==> src/rtl/spi_slave_ctrl.sv <==
// ============================================================================
// Module   : spi_slave_ctrl
// Brief    : Parametrised full-duplex SPI slave with rx valid/ack and tx
//            ready/valid handshakes, abort/overrun/underrun detection.
// Revision : 1.0 - initial release
// ============================================================================
`timescale 1ns/1ps
`default_nettype none

module spi_slave_ctrl #(
    parameter int WORD_W      = 8,
    parameter int CPOL        = 0,
    parameter int CPHA        = 0,
    parameter int MSB_FIRST   = 1,
    parameter int SYNC_STAGES = 2
) (
    input  logic              clk,
    input  logic              rst_,
    input  logic              sck,
    input  logic              mosi,
    input  logic              ssel_,
    output logic              miso,
    output logic [WORD_W-1:0] rx_data,
    output logic              rx_valid,
    input  logic              rx_ack,
    input  logic [WORD_W-1:0] tx_data,
    input  logic              tx_valid,
    output logic              tx_ready,
    output logic              busy,
    output logic              frame_err,
    output logic              overrun,
    output logic              underrun
);

    localparam int         c_CNT_W       = $clog2(WORD_W + 1);
    localparam logic       c_SCK_IDLE    = (CPOL != 0);
    localparam logic       c_SAMPLE_RISE = (CPOL == CPHA);
    localparam logic       c_MSB_FIRST   = (MSB_FIRST != 0);
    localparam logic [0:0] c_IDLE        = 1'b0;
    localparam logic [0:0] c_ACTIVE      = 1'b1;

    logic [SYNC_STAGES-1:0] r_sck_sync, r_mosi_sync, r_ssel_sync;
    logic                   r_sck_d, r_ssel_d;
    logic [0:0]             r_state;
    logic [c_CNT_W-1:0]     r_cnt;
    logic [WORD_W-1:0]      r_tx_shift, r_rx_shift, r_hold;
    logic                   r_hold_full, r_word_done;

    logic                   w_sck_s, w_mosi_s, w_ssel_s;
    logic                   w_sample, w_shift, w_ssel_fall, w_ssel_rise;
    logic [0:0]             w_state_nx;
    logic [c_CNT_W-1:0]     w_cnt_nx;
    logic [WORD_W-1:0]      w_tx_nx, w_rx_nx;
    logic                   w_load, w_done_nx, w_ferr_nx, w_tx_bit_nx, w_capture;

    assign w_sck_s     = r_sck_sync[SYNC_STAGES-1];
    assign w_mosi_s    = r_mosi_sync[SYNC_STAGES-1];
    assign w_ssel_s    = r_ssel_sync[SYNC_STAGES-1];
    assign w_sample    = c_SAMPLE_RISE ? (w_sck_s & ~r_sck_d) : (~w_sck_s & r_sck_d);
    assign w_shift     = c_SAMPLE_RISE ? (~w_sck_s & r_sck_d) : (w_sck_s & ~r_sck_d);
    assign w_ssel_fall = ~w_ssel_s & r_ssel_d;
    assign w_ssel_rise = w_ssel_s & ~r_ssel_d;
    assign w_tx_bit_nx = c_MSB_FIRST ? w_tx_nx[WORD_W-1] : w_tx_nx[0];
    assign w_capture   = tx_valid & ~r_hold_full;
    assign busy        = (r_state == c_ACTIVE);
    assign tx_ready    = ~r_hold_full;

    // ssel_ syncs reset low so a select held low through reset never looks
    // like a fresh falling edge once reset is released.
    always_ff @(posedge clk or negedge rst_) begin
        if (!rst_) begin
            r_sck_sync  <= {SYNC_STAGES{c_SCK_IDLE}};
            r_mosi_sync <= '0;
            r_ssel_sync <= '0;
            r_sck_d     <= c_SCK_IDLE;
            r_ssel_d    <= 1'b0;
        end else begin
            r_sck_sync  <= {r_sck_sync[SYNC_STAGES-2:0], sck};
            r_mosi_sync <= {r_mosi_sync[SYNC_STAGES-2:0], mosi};
            r_ssel_sync <= {r_ssel_sync[SYNC_STAGES-2:0], ssel_};
            r_sck_d     <= w_sck_s;
            r_ssel_d    <= w_ssel_s;
        end
    end

    always_comb begin
        w_state_nx = r_state;
        w_cnt_nx   = r_cnt;
        w_tx_nx    = r_tx_shift;
        w_rx_nx    = r_rx_shift;
        w_load     = 1'b0;
        w_done_nx  = 1'b0;
        w_ferr_nx  = 1'b0;
        case (r_state)
            c_IDLE: begin
                if (w_ssel_fall) begin
                    w_state_nx = c_ACTIVE;
                    w_cnt_nx   = '0;
                    w_rx_nx    = '0;
                    w_load     = 1'b1;
                end
            end
            default: begin
                if (w_ssel_rise) begin
                    w_state_nx = c_IDLE;
                    w_cnt_nx   = '0;
                    w_ferr_nx  = (r_cnt != '0) && !r_word_done;
                end else if (r_word_done) begin
                    w_cnt_nx = '0;
                    w_load   = 1'b1;
                end else if (w_sample) begin
                    w_rx_nx   = c_MSB_FIRST ? {r_rx_shift[WORD_W-2:0], w_mosi_s}
                                            : {w_mosi_s, r_rx_shift[WORD_W-1:1]};
                    w_cnt_nx  = r_cnt + c_CNT_W'(1);
                    w_done_nx = (r_cnt == c_CNT_W'(WORD_W - 1));
                end else if (w_shift && (r_cnt != '0)) begin
                    // A shift edge at count 0 is the one that would clobber the
                    // first bit of a freshly loaded word, so it is skipped.
                    w_tx_nx = c_MSB_FIRST ? {r_tx_shift[WORD_W-2:0], 1'b0}
                                          : {1'b0, r_tx_shift[WORD_W-1:1]};
                end
            end
        endcase
        if (w_load) begin
            w_tx_nx = r_hold_full ? r_hold : '0;
        end
    end

    always_ff @(posedge clk or negedge rst_) begin
        if (!rst_) begin
            r_state     <= c_IDLE;
            r_cnt       <= '0;
            r_tx_shift  <= '0;
            r_rx_shift  <= '0;
            r_word_done <= 1'b0;
            miso        <= 1'b0;
            frame_err   <= 1'b0;
            underrun    <= 1'b0;
        end else begin
            r_state     <= w_state_nx;
            r_cnt       <= w_cnt_nx;
            r_tx_shift  <= w_tx_nx;
            r_rx_shift  <= w_rx_nx;
            r_word_done <= w_done_nx;
            miso        <= (w_state_nx == c_ACTIVE) && w_tx_bit_nx;
            frame_err   <= w_ferr_nx;
            underrun    <= w_load && !r_hold_full;
        end
    end

    // A capture in the same cycle as a load wins, so tx_ready stays low.
    always_ff @(posedge clk or negedge rst_) begin
        if (!rst_) begin
            r_hold      <= '0;
            r_hold_full <= 1'b0;
            rx_data     <= '0;
            rx_valid    <= 1'b0;
            overrun     <= 1'b0;
        end else begin
            if (w_capture) begin
                r_hold      <= tx_data;
                r_hold_full <= 1'b1;
            end else if (w_load) begin
                r_hold_full <= 1'b0;
            end
            overrun <= 1'b0;
            if (r_word_done) begin
                rx_data  <= r_rx_shift;
                rx_valid <= 1'b1;
                overrun  <= rx_valid && !rx_ack;
            end else if (rx_ack) begin
                rx_valid <= 1'b0;
            end
        end
    end

endmodule

`default_nettype wire

==> config.mk <==
export PLATFORM = sky130hd
export DESIGN_NAME = spi_slave_ctrl
export DESIGN_NICKNAME = d
export VERILOG_FILES = /design/src/rtl/spi_slave_ctrl.sv
export SDC_FILE = /design/constraint.sdc
export NUM_CORES = 1
export LEC_CHECK = 0
export BUFFER_PORTS_ARGS = -buffer_cell sky130_fd_sc_hd__buf_2
export CAP_MARGIN = 20
export CORE_MARGIN = 5
export CORE_UTILIZATION = 30
export CTS_CLUSTER_SIZE = 28
export DETAILED_ROUTE_END_ITERATION = 12
export PLACE_DENSITY = 0.5
export SETUP_SLACK_MARGIN = 0.3
export SLEW_MARGIN = 20
export SYNTH_ARGS = -nofsm -noshare
export SYNTH_HDL_FRONTEND = slang
export SYNTH_SLANG_ARGS = --single-unit
==> constraint.sdc <==
create_clock -name clk -period 2.1 [get_ports clk]
set_input_delay 0.21 -clock clk [delete_from_list [all_inputs] [get_ports clk]]
set_output_delay 0.21 -clock clk [all_outputs]
set_load 0.005 [all_outputs]
; ---- Word-level counts from Yosys, hierarchy flattened
; Cells that the tools add are included.
[totals]
regBits = 52
in_bits = 15
out_inout_bits = 15
wordCells = 89
[op_classes]
add_sub_neg = 1
n_eq_ne = 8
muxes = 34
bitwise = 10
reduce_logical = 17
[ops]
columns = op, n
row1 = two-way mux 8 bit, 12
row2 = two-way mux 4 bit, 5
row3 = two-way mux 1 bit, 17
row4 = nonzero test 2 bit, 5
row5 = "inequality test 2 x 1 -> 1 bit, second input constant", 4
row6 = bitwise AND 1 bit, 5
row7 = logical AND 1 bit, 5
row8 = inverter 1 bit, 5
row9 = AND reduction 5 bit, 1
row10 = "adder 4 x 1 -> 4 bit, second input constant", 1
row11 = "equality test 4 x 3 -> 1 bit, second input constant", 1
row12 = "inequality test 2 bit, second input constant", 2
row13 = "inequality test 4 x 1 -> 1 bit, second input constant", 1
row14 = AND reduction 4 bit, 1
row15 = nonzero test 4 bit, 1
row16 = zero test 1 bit, 3
row17 = AND reduction 2 bit, 1

; ---- Logic depth before layout (Yosys ltp)
; Gate-level depths: netlist of the first run.
[logic_depth]
ltp_word = 10
mapped_depth = 6
depth_no_buf = 6

; ---- Worst setup path after synthesis of the first run
; OpenSTA, ideal clock, no wires.
[synth_timing]
path_kind = register to register
start = reg r_cnt[0]
end = reg miso
setup_ps = 139
arrival_ps = 1442
t_required_ps = 1961
path_slack_ps = 519
stages_incl_launch_ff = 7
path_buffers = 0
period_less_slack_ps = 1581
path_cell_list = dfrtp_1 -> inv_1 -> ha_1 -> nor3b_2 -> nor4_4 -> mux2i_1 -> a211oi_2
[synth_between]
elab_chain_len = 9
[synth_rtl]
columns = element, line
row1 = "start, declared", 45  ; logic [c_CNT_W-1:0] r_cnt;
row2 = "start signal, assigned", 141  ; r_cnt <= w_cnt_nx;
row3 = nonzero test 4 bit, 116  ; end else if (w_shift && (r_cnt != '0)) begin
row4 = logical AND 1 bit, 116
row5 = two-way mux 8 bit, 116
row6 = two-way mux 8 bit, 111  ; end else if (w_sample) begin
row7 = two-way mux 8 bit, 108  ; end else if (r_word_done) begin
row8 = two-way mux 8 bit, 104  ; if (w_ssel_rise) begin
row9 = two-way mux 8 bit, 94  ; case (r_state)
row10 = two-way mux 8 bit, 124  ; if (w_load) begin
row11 = logical AND 1 bit, 145  ; miso <= (w_state_nx == c_ACTIVE) && w_tx_bit_nx;
row12 = "end signal, assigned", 145
row13 = "end, declared", 22  ; output logic miso,
; No other way between the ends. The select of a mux whose other input is x is not followed.
; A chain may end at the register's enable or synchronous reset.

; ---- Worst setup path after layout of the first run
; Ends and elaborated chain as after synthesis.

==> impl_metrics.ini, run 1 <==
[critical_path]
cpPeakStageDelay_ps = 370
cp-end-kind = register
crit_chain = inv_1 > ha_1 > nor3b_2 > nor4_4 > mux2i_1 > a211oi_2
slowest_stage = dfrtp_1
worstPathRequired_ps = 2260
startpoint = r_cnt[0]
rr_startpoint = r_cnt[0]
worst_setup_path_start_kind = register
worstPathMaxFanout = 7
worstPathArrival_ps = 1790
crit_type = register to register

[clock_tree]
clock-sinks = 52
clk_pin_slew_worst_paths_ps = 90
cts-root-buf = clkbuf_8
htreeDepth = 2
cts_buffers = 5
cts_buffer_depth = 2
clk_latency_ps = 290
post_cts_buffers = 0
cts_tree = yes

[power_and_ir_drop]
seq_power_share_pct = 60.4
power_density_nw_per_um2 = 899
p_int_mw = 1.58
clockPowerShare_pct = 23.6
switchingPower_mw = 0.554
p_leak_nw = 1.18
combPwrFrac_pct = 16.0
power_switching_share_pct = 25.9
peakVddDrop_uv = 366

[drt]
postRouteAntennaNets = 0
first_iter_violations = 52
wirelength_mm = 3.68
routed-via-count = 1239
via_per_inst = 4.80
first_pass_iters = 4
route.detailed.wl_per_inst_um = 14.3
drcViolationCount = 0

[cells_and_area]
area_growth_pct = 17.1
fin_util_pct = 35.6
multiInputGateArea_um2 = 697
drive_gt1_share_pct = 33.7
fin_nets = 197
nFillCells = 670
regArea_um2 = 1300
diodes = 0

[synthesis]
yosysWarningCount = 0
syn_inst = 144
synth.area.top_cells = dfrtp_1 64%, mux2_2 6.1%, a22o_1 3.9%
async_flop_share_pct = 100
synth-edff-count = 0
yosys.area.top_type = dfrtp_1
synth_cell_type_count = 33
ys.flop_type = dfrtp_1
synth_area_um2 = 2030
netlist_top_cells_count = 52 x dfrtp_1, 11 x mux2_2, 9 x a22o_1, 6 x a221o_1, 6 x and2_1
synth_seq_area_share_pct = 64.1
syn-num-nets = 161
syn_area_per_cell_um2 = 14.1
yosysTopAreaCellShare_pct = 64.1
yosysMostFrequentCell = dfrtp_1
ys_seq_elements = 52

[grt]
grt_pass1_vias = 1331
grt_use_total_pct = 9.46
grt_max_degree = 53
gr-total-overflow = 0
antenna_found_initial = 0
grt_pass1_wl_mm = 6.44

[timing]
rsz0062_at_grt = false
max_slew.worst_pin.slew_ps = 379
fin_crit_sh_pct = 77.8
fin_crit_ps = 1630
finalHoldViolations = 0
relSlewSlack_pct = 74.6
fin_tns_setup_ps = 0
fmax_ghz = 0.612
final-max-slew-violation-count = 0
fin_hold_ws_ps = 17.7
setup_viol_count_final = 0
skew_ps = 4.38

[die]
rows = 30
core_area_um2 = 6680
start_util_pct = 30.4
pin_count = 30
dieHeight_um = 92.3
dieArea_um2 = 8510
die_x_um = 92.3

[place]
hpwl_mm = 2.61
place.port_buffers = 29
gp_congestion = 0.760

[status]
status = complete, no violations

[flow_run]
drv_cap = 0

[min_path]
hold_class = input port to register
hp-start = mosi
==> power groups by stage <==
| stage | Sequential [mW] | Clock (mW) | Combinational (mW) |
|---|---|---|---|
| floorplan | 1.27 | 0 | 0.252 |
| global placement | 1.30 | 0 | 0.333 |
| detailed placement | 1.31 | 0 | 0.351 |
| CTS | 1.29 | 0.524 | 0.351 |
| global route | 1.31 | 0.563 | 0.389 |
| finish | 1.29 | 0.504 | 0.343 |
==> worst max-delay path: cells and delay by family (launching register included) <==
family	cells	cell delay (ps)
and+or+nand+nor	2	460
DFF	1	370
muxes	1	310
adders and majority gates	1	180
AOI/OAI and AO/OA	1	100
buffers and inverters	1	80
==> worst paths after layout <==
path	endpoint	slack, ps	depth (start not counted)
setup / recovery	miso	470	6
hold / removal	r_mosi_sync[0]	20	1
setup reg to reg	miso	470	6
hold reg to reg	r_ssel_sync[1]	350	0
max in group asynchronous	busy	1410	3
min in group asynchronous	r_cnt[2]	430	3
==> flip-flops by register name, indices dropped and copies added (netlist names), 2 cells and up <==
| register | cells |
|---|---|
| r_sck_sync | 2 |
| r_mosi_sync | 2 |
| r_cnt | 4 |
| r_tx_shift | 8 |
| r_ssel_sync | 2 |
| r_rx_shift | 8 |
| rx_data | 8 |
| r_hold | 8 |
==> final cells by class <==
type / instances / area share (%)
multi-input cells: 83 / 29.3
repair buffers: 33 / 8.00
inverters: 5 / 0.789
flip-flops and latches: 52 / 54.8
clock buffers: 5 / 2.89
well taps: 80 / 4.21
==> per-layer routing <==
layer / GRT usage, % / wire, um / vias to the layer above
met5: 0 / 0 / -
met4: 2.23 / 19 / 0
met3: 3.53 / 204 / 2
met2: 15.2 / 1780 / 28
met1: 12.1 / 1670 / 629
li1: - / - / 580
==> layout by cell type (no fill, tap or decap), types with 3 or more instances in the layout <==
cell type | netlist | layout
dfrtp_1 | 52 | 51
nor2b_1 | 3 | 3
buf_2 | 2 | 29
clkbuf_8 | 0 | 5
mux2_1 | 5 | 5
nand2b_1 | 4 | 4
a221o_1 | 6 | 6
nor2_1 | 3 | 3
mux2_2 | 11 | 11
a22o_1 | 9 | 9
and2_1 | 6 | 6
o21ai_0 | 5 | 4
inv_1 | 4 | 4
nand2_1 | 4 | 3
a21oi_1 | 3 | 3
==> cells by family after synthesis <==
kind of cell | after synthesis | share of synthesized area (%)
XOR/XNOR | 2 | 0.863
multiplexers | 17 | 9.37
adder cells (fa/ha/maj) | 2 | 1.23
buffers and inverters | 9 | 1.79
flip-flops | 52 | 64.1
AO/OA/AOI/OAI | 29 | 11.5
AND/OR/NAND/NOR | 33 | 11.2
==> per-stage QoR <==
stage | setup WS [ps] | area (um2) | instances | power (mW)
finish | 467 | 2380 | 258 | 2.14
detailed placement | 340 | 2290 | 252 | 1.66
CTS | 322 | 2370 | 258 | 2.17
global placement | 414 | 2290 | 252 | 1.64
floorplan | 519 | 2030 | 144 | 1.52
global route | 328 | 2380 | 258 | 2.27
==> timing repair <==
action,CTS,global route
endpoints found under the setup margin,0,16
hold buffers,1,0
gates resized for setup,0,4
hold endpoints to repair,52,0
No activity file was read; power rests on OpenSTA's default activity.
==> inputs of run 2 (changes only) <==
Settings changed: ABC_AREA set to 1, PLACE_DENSITY 0.5 to 0.52.
Clock period 2.1 ns to 1.5 ns, I/O delays scaled along.
==> impl_metrics.ini, run 2 <==
[power_and_ir_drop]
peakVddDrop_uv = 707
p_leak_nw = 1.31
power_density_nw_per_um2 = 1240
power_mw = 3.39

[grt]
grt_pass1_vias = 1423
antenna_found_initial = 0
gr-total-overflow = 0
grt_use_total_pct = 9.52
grt_pass1_wl_mm = 6.53
grt_max_degree = 36

[synthesis]
syn_inst = 193
synth_seq_area_share_pct = 63.3
ys_seq_elements = 52
syn-num-nets = 210
synth_cell_type_count = 23
yosysWarningCount = 0
syn_area_per_cell_um2 = 10.6
ys.flop_type = dfrtp_1
yosysTopAreaCellShare_pct = 63.3
netlist_top_cells_count = 52 x dfrtp_1, 39 x nand2_1, 20 x inv_1, 20 x nand3_1, 13 x o21ai_0
async_flop_share_pct = 100
synth.area.top_cells = dfrtp_1 63%, nand2_1 7.1%, nand3_1 4.9%
synth-edff-count = 0
synth_area_um2 = 2050
yosys.area.top_type = dfrtp_1
yosysMostFrequentCell = dfrtp_1

[clock_tree]
cts-root-buf = clkbuf_8
cts_buffers = 5
htreeDepth = 2
clk_pin_slew_worst_paths_ps = 100
clock-sinks = 52
clk_latency_ps = 310
cts_buffer_depth = 2
cts_tree = yes

[die]
start_util_pct = 30.6
dieArea_um2 = 8600
rows = 30
dieHeight_um = 92.8
die_x_um = 92.8
pin_count = 30
core_area_um2 = 6720

[timing]
skew_ps = 10.4
max_slew.worst_pin.slew_ps = 442
rsz0062_at_grt = true
relSlewSlack_pct = 70.5
finalHoldViolations = 0
setup_viol_count_final = 0
fin_tns_setup_ps = 0
final-max-slew-violation-count = 0
fmax_ghz = 0.841
fin_crit_sh_pct = 79.3
fin_crit_ps = 1190

[drt]
routed-via-count = 1460
route.detailed.wl_per_inst_um = 11.6
wirelength_mm = 3.83
drcViolationCount = 0
via_per_inst = 4.42
postRouteAntennaNets = 0
first_iter_violations = 48
first_pass_iters = 4

[cells_and_area]
diodes = 0
fin_cells = 330
drive_gt1_share_pct = 41.6
area_growth_pct = 32.7
layout_commonest_cell = dfrtp_1
fin_nets = 266
layout_common_cells = 50 x dfrtp_1, 30 x nand2_1, 29 x buf_2

[critical_path]
crit_path_frequent_cell = nand3_2
worstPathMaxFanout = 4
cp_top_family = flip-flops
worstPathArrival_ps = 1430
worst_setup_path_start_kind = register
slowest_stage = dfrtp_1
cpPeakStageDelay_ps = 370
worstPathRequired_ps = 1740
crit_chain = inv_2 > ha_4 > a21oi_4 > nand3_2 > nand3_2 > nand2_2 > nor2_2
cp-end-kind = register
critPathBufInv = 1
crit_type = register to register

[place]
place.port_buffers = 29
gp_congestion = 0.758
hpwl_mm = 2.62
dp_cells = 303

[flow_run]
drv_cap = 0

[status]
status = complete, no violations

[min_path]
hold_class = input port to register
## run 2: cells by family after synthesis
logic type	synth area share [%]
AOI/OAI and AO/OA	7.49
adders and majority gates	1.22
buffers and inverters	5.12
DFF	63.3
muxes	4.39
and+or+nand+nor	18.5
## run 2: area by class of cell
class / instances / area (um2)
multi-input cells: 115 / 774
clock buffers: 5 / 68.8
inverters: 24 / 97.6
clock inverters: 3 / 42.5
well taps: 80 / 100
flip-flops and latches: 52 / 1300
repair buffers: 51 / 339
fillers: 638 / 3990
## run 2: worst paths after layout
check / to / slack [ps] / from / cells after the start
setup / recovery: miso / 310 / r_cnt[0] / 7
hold / removal: r_hold[2] / 70 / tx_data[2] / 2
setup reg to reg: miso / 310 / r_cnt[0] / 7
hold reg to reg: r_ssel_sync[1] / 350 / r_ssel_sync[0] / 0
max in group asynchronous: r_ssel_sync[1] / 640 / rst_ / 3
min in group asynchronous: rx_valid / 310 / rst_ / 2
## run 2: timing repair
| action | CTS | global route |
|---|---|---|
| gates resized for setup | 18 | 22 |
| pin swaps | 9 | 17 |
| endpoints found under the hold margin | 21 | 0 |
| endpoints found under the setup margin | 18 | 30 |
| setup buffers | 8 | 6 |
| hold buffers | 5 | 0 |
| cloned | 0 | 0 |
## run 2: metal layers
layer / wire [um] / up-vias / track usage (%) / part of all wire [%]
met4: 58 / 0 / 3.30 / 1.5
met3: 200 / 8 / 2.68 / 5.2
met1: 1750 / 682 / 12.2 / 46
met5: 0 / - / 0 / 0
met2: 1810 / 31 / 15.5 / 47
li1: - / 739 / - / -
## run 2: report_power, final
part	internal [mW]	switching [mW]
clock	0.494	0.457
sequential	1.64	0.126
combinational	0.330	0.340
total	2.47	0.923
## run 2: through the flow
stage | setup WS (ps) | hold WS [ps] | cell area, um2 | util [%]
2_1_floorplan | 311 | -146 | 2050 | -
4_1_cts | 283 | 63.9 | 2600 | 38.6
6_report | 310 | 66.9 | 2730 | 40.6
3_3_place_gp | 176 | 117 | 2320 | 34.5
5_1_grt | 200 | 57.0 | 2730 | 40.6
3_5_place_dp | 161 | 118 | 2320 | 34.5
